### config.mk
export PLATFORM = sky130hd
export DESIGN_NAME = uart_rx_oversampler
export DESIGN_NICKNAME = d
export VERILOG_FILES = /design/src/rtl/uart_rx_oversampler.sv
export SDC_FILE = /design/constraint.sdc
export NUM_CORES = 1
export LEC_CHECK = 0
export CORE_ASPECT_RATIO = 1.25
export CORE_MARGIN = 8
export CORE_UTILIZATION = 55
export DETAILED_ROUTE_END_ITERATION = 7
export GPL_TIMING_DRIVEN = 1
export PLACE_DENSITY_LB_ADDON = 0.1
export REMOVE_ABC_BUFFERS = 1
export SYNTH_ARGS = -nofsm -noshare
export SYNTH_HDL_FRONTEND = slang
export SYNTH_SLANG_ARGS = --single-unit
### constraint.sdc
create_clock -name clk -period 5.4 [get_ports clk]
set_input_delay 0.54 -clock clk [delete_from_list [all_inputs] [get_ports clk]]
set_output_delay 0.54 -clock clk [all_outputs]
set_load 0.01 [all_outputs]
### src/rtl/uart_rx_oversampler.sv
// uart_rx_oversampler: UART receive front end. Synchronises rxd, majority-votes a centred
// window of oversampled ticks per bit, and frames start/data/parity/stop into a parallel word
// with glitch rejection on the start bit, framing/parity flags and break-condition recovery.
module uart_rx_oversampler #(
  parameter int OVERSAMPLE  = 16,
  parameter int WIN_LOW     = 6,
  parameter int WIN_HIGH    = 9,
  parameter int DATA_BITS   = 8,
  parameter int PARITY_EN   = 0,
  parameter int PARITY_ODD  = 0,
  parameter int SYNC_STAGES = 2
) (
  input  logic                 clk,
  input  logic                 rst,
  input  logic                 tick,
  input  logic                 enable,
  input  logic                 rxd,
  output logic                 bit_out,
  output logic                 bit_valid,
  output logic [DATA_BITS-1:0] data,
  output logic                 data_valid,
  output logic                 parity_err,
  output logic                 frame_err,
  output logic                 busy
);

  localparam int CNT_W   = $clog2(OVERSAMPLE);
  localparam int WIN_LEN = WIN_HIGH - WIN_LOW + 1;
  localparam int VOTE_W  = $clog2(WIN_HIGH - WIN_LOW + 2);
  localparam int IDX_W   = $clog2(DATA_BITS);

  localparam logic [CNT_W-1:0]  LAST_SAMPLE = CNT_W'(OVERSAMPLE - 1);
  localparam logic [CNT_W-1:0]  WIN_FIRST   = CNT_W'(WIN_LOW);
  localparam logic [CNT_W-1:0]  WIN_LAST    = CNT_W'(WIN_HIGH);
  localparam logic [IDX_W-1:0]  LAST_IDX    = IDX_W'(DATA_BITS - 1);
  localparam logic [VOTE_W:0]   WIN_LEN_V   = (VOTE_W + 1)'(WIN_LEN);
  localparam logic              PAR_EN      = (PARITY_EN != 0);
  localparam logic              PAR_ODD     = (PARITY_ODD != 0);

  typedef enum logic [2:0] {
    IDLE,
    START,
    DATA,
    PARITY,
    STOP,
    BREAK
  } state_t;

  state_t state_q, state_d;

  logic [SYNC_STAGES-1:0] sync_q;
  logic                   rxd_s;

  logic [CNT_W-1:0]     sample_cnt, sample_cnt_d;
  logic [VOTE_W-1:0]    ones_cnt, ones_cnt_d;
  logic [VOTE_W-1:0]    ones_upd;
  logic [IDX_W-1:0]     bit_idx, bit_idx_d;
  logic [DATA_BITS-1:0] shift_q, shift_d;
  logic                 parity_bad, parity_bad_d;

  logic                 in_window;
  logic                 end_of_bit;
  logic                 vote;

  logic                 bit_out_d;
  logic                 bit_valid_d;
  logic [DATA_BITS-1:0] data_d;
  logic                 data_valid_d;
  logic                 parity_err_d;
  logic                 frame_err_d;

  // Metastability synchroniser for the asynchronous line; idles high like the line itself.
  always_ff @(posedge clk) begin
    if (rst) begin
      sync_q <= '1;
    end else begin
      sync_q <= {sync_q[SYNC_STAGES-2:0], rxd};
    end
  end

  assign rxd_s = sync_q[SYNC_STAGES-1];

  // The vote includes the current sample, so a window ending on the last tick still counts it.
  assign in_window  = (sample_cnt >= WIN_FIRST) && (sample_cnt <= WIN_LAST);
  assign ones_upd   = ones_cnt + VOTE_W'(in_window && rxd_s);
  assign vote       = {ones_upd, 1'b0} > WIN_LEN_V;
  assign end_of_bit = (sample_cnt == LAST_SAMPLE);

  assign busy = (state_q != IDLE);

  // Next-state, counter and registered-output decode; everything advances only on tick.
  always_comb begin
    state_d      = state_q;
    sample_cnt_d = sample_cnt;
    ones_cnt_d   = ones_cnt;
    bit_idx_d    = bit_idx;
    shift_d      = shift_q;
    parity_bad_d = parity_bad;
    bit_out_d    = bit_out;
    bit_valid_d  = 1'b0;
    data_d       = data;
    data_valid_d = 1'b0;
    parity_err_d = parity_err;
    frame_err_d  = frame_err;

    if (!enable) begin
      state_d      = IDLE;
      sample_cnt_d = '0;
      ones_cnt_d   = '0;
      bit_idx_d    = '0;
    end else if (tick) begin
      case (state_q)
        IDLE: begin
          if (!rxd_s) begin
            state_d      = START;
            sample_cnt_d = CNT_W'(1);
            ones_cnt_d   = '0;
          end
        end

        BREAK: begin
          if (rxd_s) begin
            state_d      = IDLE;
            sample_cnt_d = '0;
            ones_cnt_d   = '0;
          end
        end

        START, DATA, PARITY, STOP: begin
          sample_cnt_d = sample_cnt + 1'b1;
          if (!end_of_bit) begin
            ones_cnt_d = ones_upd;
          end else begin
            ones_cnt_d = '0;
            case (state_q)
              START: begin
                if (vote) begin
                  state_d = IDLE;
                end else begin
                  state_d     = DATA;
                  bit_idx_d   = '0;
                  bit_out_d   = 1'b0;
                  bit_valid_d = 1'b1;
                end
              end

              DATA: begin
                shift_d[bit_idx] = vote;
                bit_out_d        = vote;
                bit_valid_d      = 1'b1;
                if (bit_idx == LAST_IDX) begin
                  state_d = PAR_EN ? PARITY : STOP;
                end else begin
                  bit_idx_d = bit_idx + 1'b1;
                end
              end

              PARITY: begin
                parity_bad_d = (^shift_q) ^ vote ^ PAR_ODD;
                bit_out_d    = vote;
                bit_valid_d  = 1'b1;
                state_d      = STOP;
              end

              default: begin
                data_d       = shift_q;
                data_valid_d = 1'b1;
                frame_err_d  = ~vote;
                parity_err_d = PAR_EN & parity_bad;
                bit_out_d    = vote;
                bit_valid_d  = 1'b1;
                state_d      = vote ? IDLE : BREAK;
              end
            endcase
          end
        end

        default: begin
          state_d      = IDLE;
          sample_cnt_d = '0;
          ones_cnt_d   = '0;
        end
      endcase
    end
  end

  // State register.
  always_ff @(posedge clk) begin
    if (rst) begin
      state_q <= IDLE;
    end else begin
      state_q <= state_d;
    end
  end

  // Counters, shift register and registered outputs; reset discards any partial word.
  always_ff @(posedge clk) begin
    if (rst) begin
      sample_cnt <= '0;
      ones_cnt   <= '0;
      bit_idx    <= '0;
      shift_q    <= '0;
      parity_bad <= 1'b0;
      bit_out    <= 1'b0;
      bit_valid  <= 1'b0;
      data       <= '0;
      data_valid <= 1'b0;
      parity_err <= 1'b0;
      frame_err  <= 1'b0;
    end else begin
      sample_cnt <= sample_cnt_d;
      ones_cnt   <= ones_cnt_d;
      bit_idx    <= bit_idx_d;
      shift_q    <= shift_d;
      parity_bad <= parity_bad_d;
      bit_out    <= bit_out_d;
      bit_valid  <= bit_valid_d;
      data       <= data_d;
      data_valid <= data_valid_d;
      parity_err <= parity_err_d;
      frame_err  <= frame_err_d;
    end
  end

endmodule
-- Word-level counts from Yosys, hierarchy flattened
Cells that the tools add are included.
- $lt $le $gt $ge: 5
- reduce and logical (&&, ||, !) cells: 16
- eq/ne operators: 13
- shifts and indexed selects: 0
- multiplexer cells: 25
- divide/modulo/power cells: 0
- $mul: 0
- add/sub/neg operators: 3
- bitwise gates (word level): 6
- operators with widths (kind ; count):
    $mux 3 ; 9
    $pmux 3 s3 ; 3
    $reduce_and 5->1 ; 4
    $pmux 4 s3 ; 1
    $ne 2x2->1 const B ; 5
    $eq 3x3->1 const B ; 3
    $bwmux 8 ; 1
    $mux 4 ; 2
    $eq 3x2->1 const B ; 2
    $mux 1 ; 6
    $not 1->1 ; 6
    $pmux 3 s2 ; 1
    $reduce_and 6->1 ; 1
    $reduce_or 5->1 ; 1
    $add 4x1->4 const B ; 1
    $eq 4x4->1 const B ; 1
    $ge 4x3->1 const B ; 1
    $gt 4x3->1 const B ; 1
    $le 4x4->1 const B ; 1
    $lt 3x4->1 const B ; 1
    $reduce_or 4->1 ; 1
    $add 3x1->3 ; 1
    $add 3x1->3 const B ; 1
    $demux 1 s3 ; 1
    other kinds (11) ; 13
- output and inout port bits: 14
- RAM bits: 0
- latch bits: 0
- memories kept: 0
- input bits: 5
- memory bits (read-only): 0
- register bits: 35
- logic and storage cells: 79

-- Logic depth before layout (Yosys ltp)
- depth after elaboration: 9
- gate-level depth with buffers: 11
- depth with buffers taken out: 10

-- Least setup slack after synthesis
No wires, ideal clock.
- kind: reg2reg
- start point: register sample_cnt[0]
- end point: register shift_q[0]
- required time: 5257 ps
- data arrival time: 2048 ps
- slack: 3209 ps
- cell stages (with the launch flop): 11
- path buffers: 1
- setup time: 143 ps
- cells stage by stage: dfxtp_1 > inv_1 > ha_1 > o211ai_1 > a21boi_0 > ha_1 > ha_1 > and2_1 > nor2_1 > clkbuf_1 > a311oi_1
- longest elaborated chain between the ends: 6
- elaborated cells between the ends (all ways): 9
- those cells by class: add/sub: 1; order compare: 3; eq/ne: 1; mux: 1; reduce/logical: 3
- ends and longest elaborated chain (what ; RTL line ; source):
    from (decl) ; 54 ; logic [CNT_W-1:0] sample_cnt, sample_cnt_d;
    from (signal assigned) ; 211 ; sample_cnt <= sample_cnt_d;
    $ge 4x3->1 / $le 4x4->1 (equally long branches) ; 84 ; assign in_window = (sample_cnt >= WIN_FIRST) && (sample_cnt <= WIN_LAST);
    $logic_and 1x1->1 ; 84 ;
    $logic_and 1x1->1 ; 85 ; assign ones_upd = ones_cnt + VOTE_W'(in_window && rxd_s);
    $add 3x1->3 ; 85 ;
    $gt 4x3->1 ; 86 ; assign vote = {ones_upd, 1'b0} > WIN_LEN_V;
    $bwmux 8 ; 148 ; shift_d[bit_idx] = vote;
    to (signal assigned) ; 214 ; shift_q <= shift_d;
    to (decl) ; 58 ; logic [DATA_BITS-1:0] shift_q, shift_d;
Parallel ways exist; a longest one is shown, timed or not.
A chain may end at the register's enable or synchronous reset.

-- Final worst setup path
- start point: register sample_cnt[0]
- end point: register state_q[2]
- longest elaborated chain between the ends: 9
- elaborated cells between the ends (all ways): 13
- those cells by class: add/sub: 1; order compare: 3; eq/ne: 2; mux: 4; reduce/logical: 3
- ends and longest elaborated chain (what ; RTL line ; source):
    $ge 4x3->1 / $le 4x4->1 (equally long branches) ; 84 ;
    $logic_and 1x1->1 ; 84 ;
    $logic_and 1x1->1 ; 85 ;
    $add 3x1->3 ; 85 ;
    $gt 4x3->1 ; 86 ;
    $mux 3 ; 172 ; state_d = vote ? IDLE : BREAK;
    $pmux 3 s3 ; 135 ; case (state_q)
    $mux 3 ; 131 ; if (!end_of_bit) begin
    $pmux 3 s3 ; 112 ; case (state_q)
    to (signal assigned) ; 192 ; state_q <= state_d;
    to (decl) ; 49 ; state_t state_q, state_d;
Parallel ways exist; a longest one is shown, timed or not. The select of a mux whose other input is x is not followed.

==> summary.txt <==
Post-CTS Setup Inserts: 0
hold crit path type: reg2reg
slowest stage delay, CP: 0.67 ns
share of synthesized registers carrying an async set or reset: 0%
post-synthesis cell type count: 43
CTS tree: built
sequential area share after synthesis: 40.6%
vias: 1427
Root Buffer: clkbuf_4
htree depth: 2
pre-CTS setup slack: 2.64 ns
Tmin final: 2.83 ns
Remaining Overflow, GRT: 0
setup_tns: 0 ns
final setup margin: 2.57 ns
critical-path cell list: inv_1 > ha_1 > o211ai_1 > a21boi_0 > ha_1 > ha_1 > and2_1 > nor2_1 > a2111oi_0 > o2bb2ai_1
number of global-route vias before repair: 1437
largest net degree at the start of global routing: 25
CP top delay family: simple AND/OR/NAND/NOR gates
Post-Synth Adder-Cell Area: 5.80%
Post-synth EDFFs: 0
Pleak: 0.000749 uW
Post-DP HPWL: 2790 um
IR drop worst, VDD: 0.231 mV
GPL Wtd Cong: 0.773
critical path's slowest cell: nor2_1
Post-Synth XOR/XNOR Area: 0.508%
initial antenna violation count: 0
drt via density: 5.97
Slew @ Worst Pin: 0.867 ns
crit share post-route: 52.5%
routed wire length per instance: 15.8 um
ratio of cells with drive above 1 in the final layout: 7.88%
Max-slew headroom: 42.0%
CTS buffer count: 5
Layout area overhead: 14.4%
Synth warnings: 0
post-cts sizing count: 0
most frequent CP cell: ha_1
global-route wire length before repair: 6530 um
Post-DRT Antenna Nets: 0
worst path bufs/invs: 1
commonest non-fill, non-tap cells in the layout: dfxtp_1, nor2_1, a21oi_1
Avg Cell Area, Syn: 9.18 um^2
Ports: 19
Syn Inst Count: 188
Die Y-Extent: 78.6 um
Setup crit start kind: flip-flop
fillers: 258
n_diodes: 0
Clk pin slew, worst setup/hold paths: 0.10 ns
Starting DRT DRC Count: 72
Finish-stage setup viols: 0
drt total wl: 3780 um
CTS hold repair buffers: 0
Max Slew Vio Count: 0
Yosys reg bits: 35
unrepaired setup endpoints after global routing: false
worst-skew pair later-pin latency: 0.35 ns
Max Root-Sink Buffers: 2
Core Rows: 22
f_max: 353 MHz
Worst EP required: 5.68 ns
CP arrival: 3.11 ns
CP Class: reg2reg
mapped cell area: 0.00173 mm^2
CP endpoint kind: flip-flop
commonest non-fill, non-tap cell in the layout: dfxtp_1
Die Wd: 66.1 um
final hold vios: 0
peak fanout along the critical path: 13
outcome: complete, no violations
Initial Utilization: 58.0%
multiplexer share of the synthesized area: 6.96%
die area: 0.00520 mm^2
input/output buffers: 17
power per cell area: 240 mW/mm^2
simple-gate share of the synthesized area: 25.2%
Tot GR Track Use: 15.6%
first drt pass iteration count: 4
Synth Flop Type: dfxtp_1
TritonCTS Sinks: 35
core area: 0.00297 mm^2
Clock Skew: 0.00567 ns
Final #Nets: 215
DRC: 0
largest family of logic cells by synthesized area: simple AND/OR/NAND/NOR gates
Compound-Gate Fraction of Synth Area: 16.0%
MaxCap Viol Count: 0
[Yosys cell counts (3+ instances only)]
master | count | area [um^2]
buf_2 | 3 | 15.0
o21ai_0 | 6 | 30.0
a311oi_1 | 9 | 78.8
nand2_1 | 10 | 37.5
mux2i_1 | 12 | 120
inv_1 | 8 | 30.0
nand3_1 | 5 | 25.0
nor2_1 | 18 | 67.6
nand4_1 | 4 | 25.0
dfxtp_1 | 35 | 701
and3_1 | 3 | 18.8
nor3b_1 | 3 | 22.5
a21oi_1 | 18 | 90.1
nor4_1 | 3 | 18.8
ha_1 | 8 | 100
clkbuf_1 | 5 | 18.8
nor3_1 | 4 | 20.0
[through the flow]
| stage | hold slack (ns) | std cells | area (um^2) | util [%] | power [uW] |
|---|---|---|---|---|---|
| after floorplan | 0.389 | 178 | 1670 | - | 273 |
| after global placement | 0.400 | 231 | 1890 | 63.5 | 281 |
| after detailed placement | 0.415 | 231 | 1890 | 63.5 | 282 |
| after CTS | 0.431 | 239 | 1970 | 66.4 | 477 |
| after global routing | 0.462 | 239 | 1970 | 66.4 | 491 |
| final | 0.425 | 239 | 1970 | 66.4 | 474 |
[power breakdown]
part / switching (uW) / internal (uW)
Clock: 88.8 / 109
Sequential: 0.932 / 259
Combinational: 10.3 / 5.58
[worst paths after layout]
path / from / endpoint / slack [ns] / depth (start not counted)
min reg2reg: sync_q[0]$_SDFF_PP1_ / sync_q[1]$_SDFF_PP1_ / 0.43 / 1
min: sync_q[0]$_SDFF_PP1_ / sync_q[1]$_SDFF_PP1_ / 0.43 / 1
max reg2reg: sample_cnt[0]$_SDFFE_PP0P_ / state_q[2]$_SDFFE_PP0P_ / 2.57 / 10
max: sample_cnt[0]$_SDFFE_PP0P_ / state_q[2]$_SDFFE_PP0P_ / 2.57 / 10
[worst reg2reg max path: stages, from the launching register on]
cell and delay, ns:
dfxtp_1 0.43, inv_1 0.10, ha_1 0.20, o211ai_1 0.17, a21boi_0 0.12, ha_1 0.20, ha_1 0.29, and2_1 0.16
nor2_1 0.67, a2111oi_0 0.25, o2bb2ai_1 0.18
[state kept, by name, summed over array words and instances (netlist names), 2 cells and up]
register	cells
state_q	3
bit_idx	3
sample_cnt	4
ones_cnt	3
shift_q	8
data	8
sync_q	2
[cell type report]
| type | instances | area, um^2 | area share, % |
|---|---|---|---|
| Inverter | 8 | 30.0 | 1.52 |
| Clock inverter | 2 | 35.0 | 1.77 |
| Tap cell | 36 | 45.0 | 2.28 |
| Multi-Input combinational cell | 135 | 942 | 47.7 |
| Sequential cell | 35 | 701 | 35.5 |
| Clock buffer | 6 | 51.3 | 2.60 |
| Timing Repair Buffer | 17 | 170 | 8.62 |
[metal layers]
layer,track usage (%),up-vias,part of all wire (%)
li1,-,718,-
met1,16.8,666,41
met2,26.6,28,51
met3,3.98,15,4.7
met4,8.78,0,2.8
met5,0,-,0
[cell families after synthesis]
group | after synthesis
other | 1
XOR/XNOR | 1
adder cells (fa/ha/maj) | 8
AND/OR/NAND/NOR | 70
multiplexers | 12
AO/OA/AOI/OAI | 43
buffers and inverters | 18
flip-flops | 35
Power figures use the tool's default switching activity.
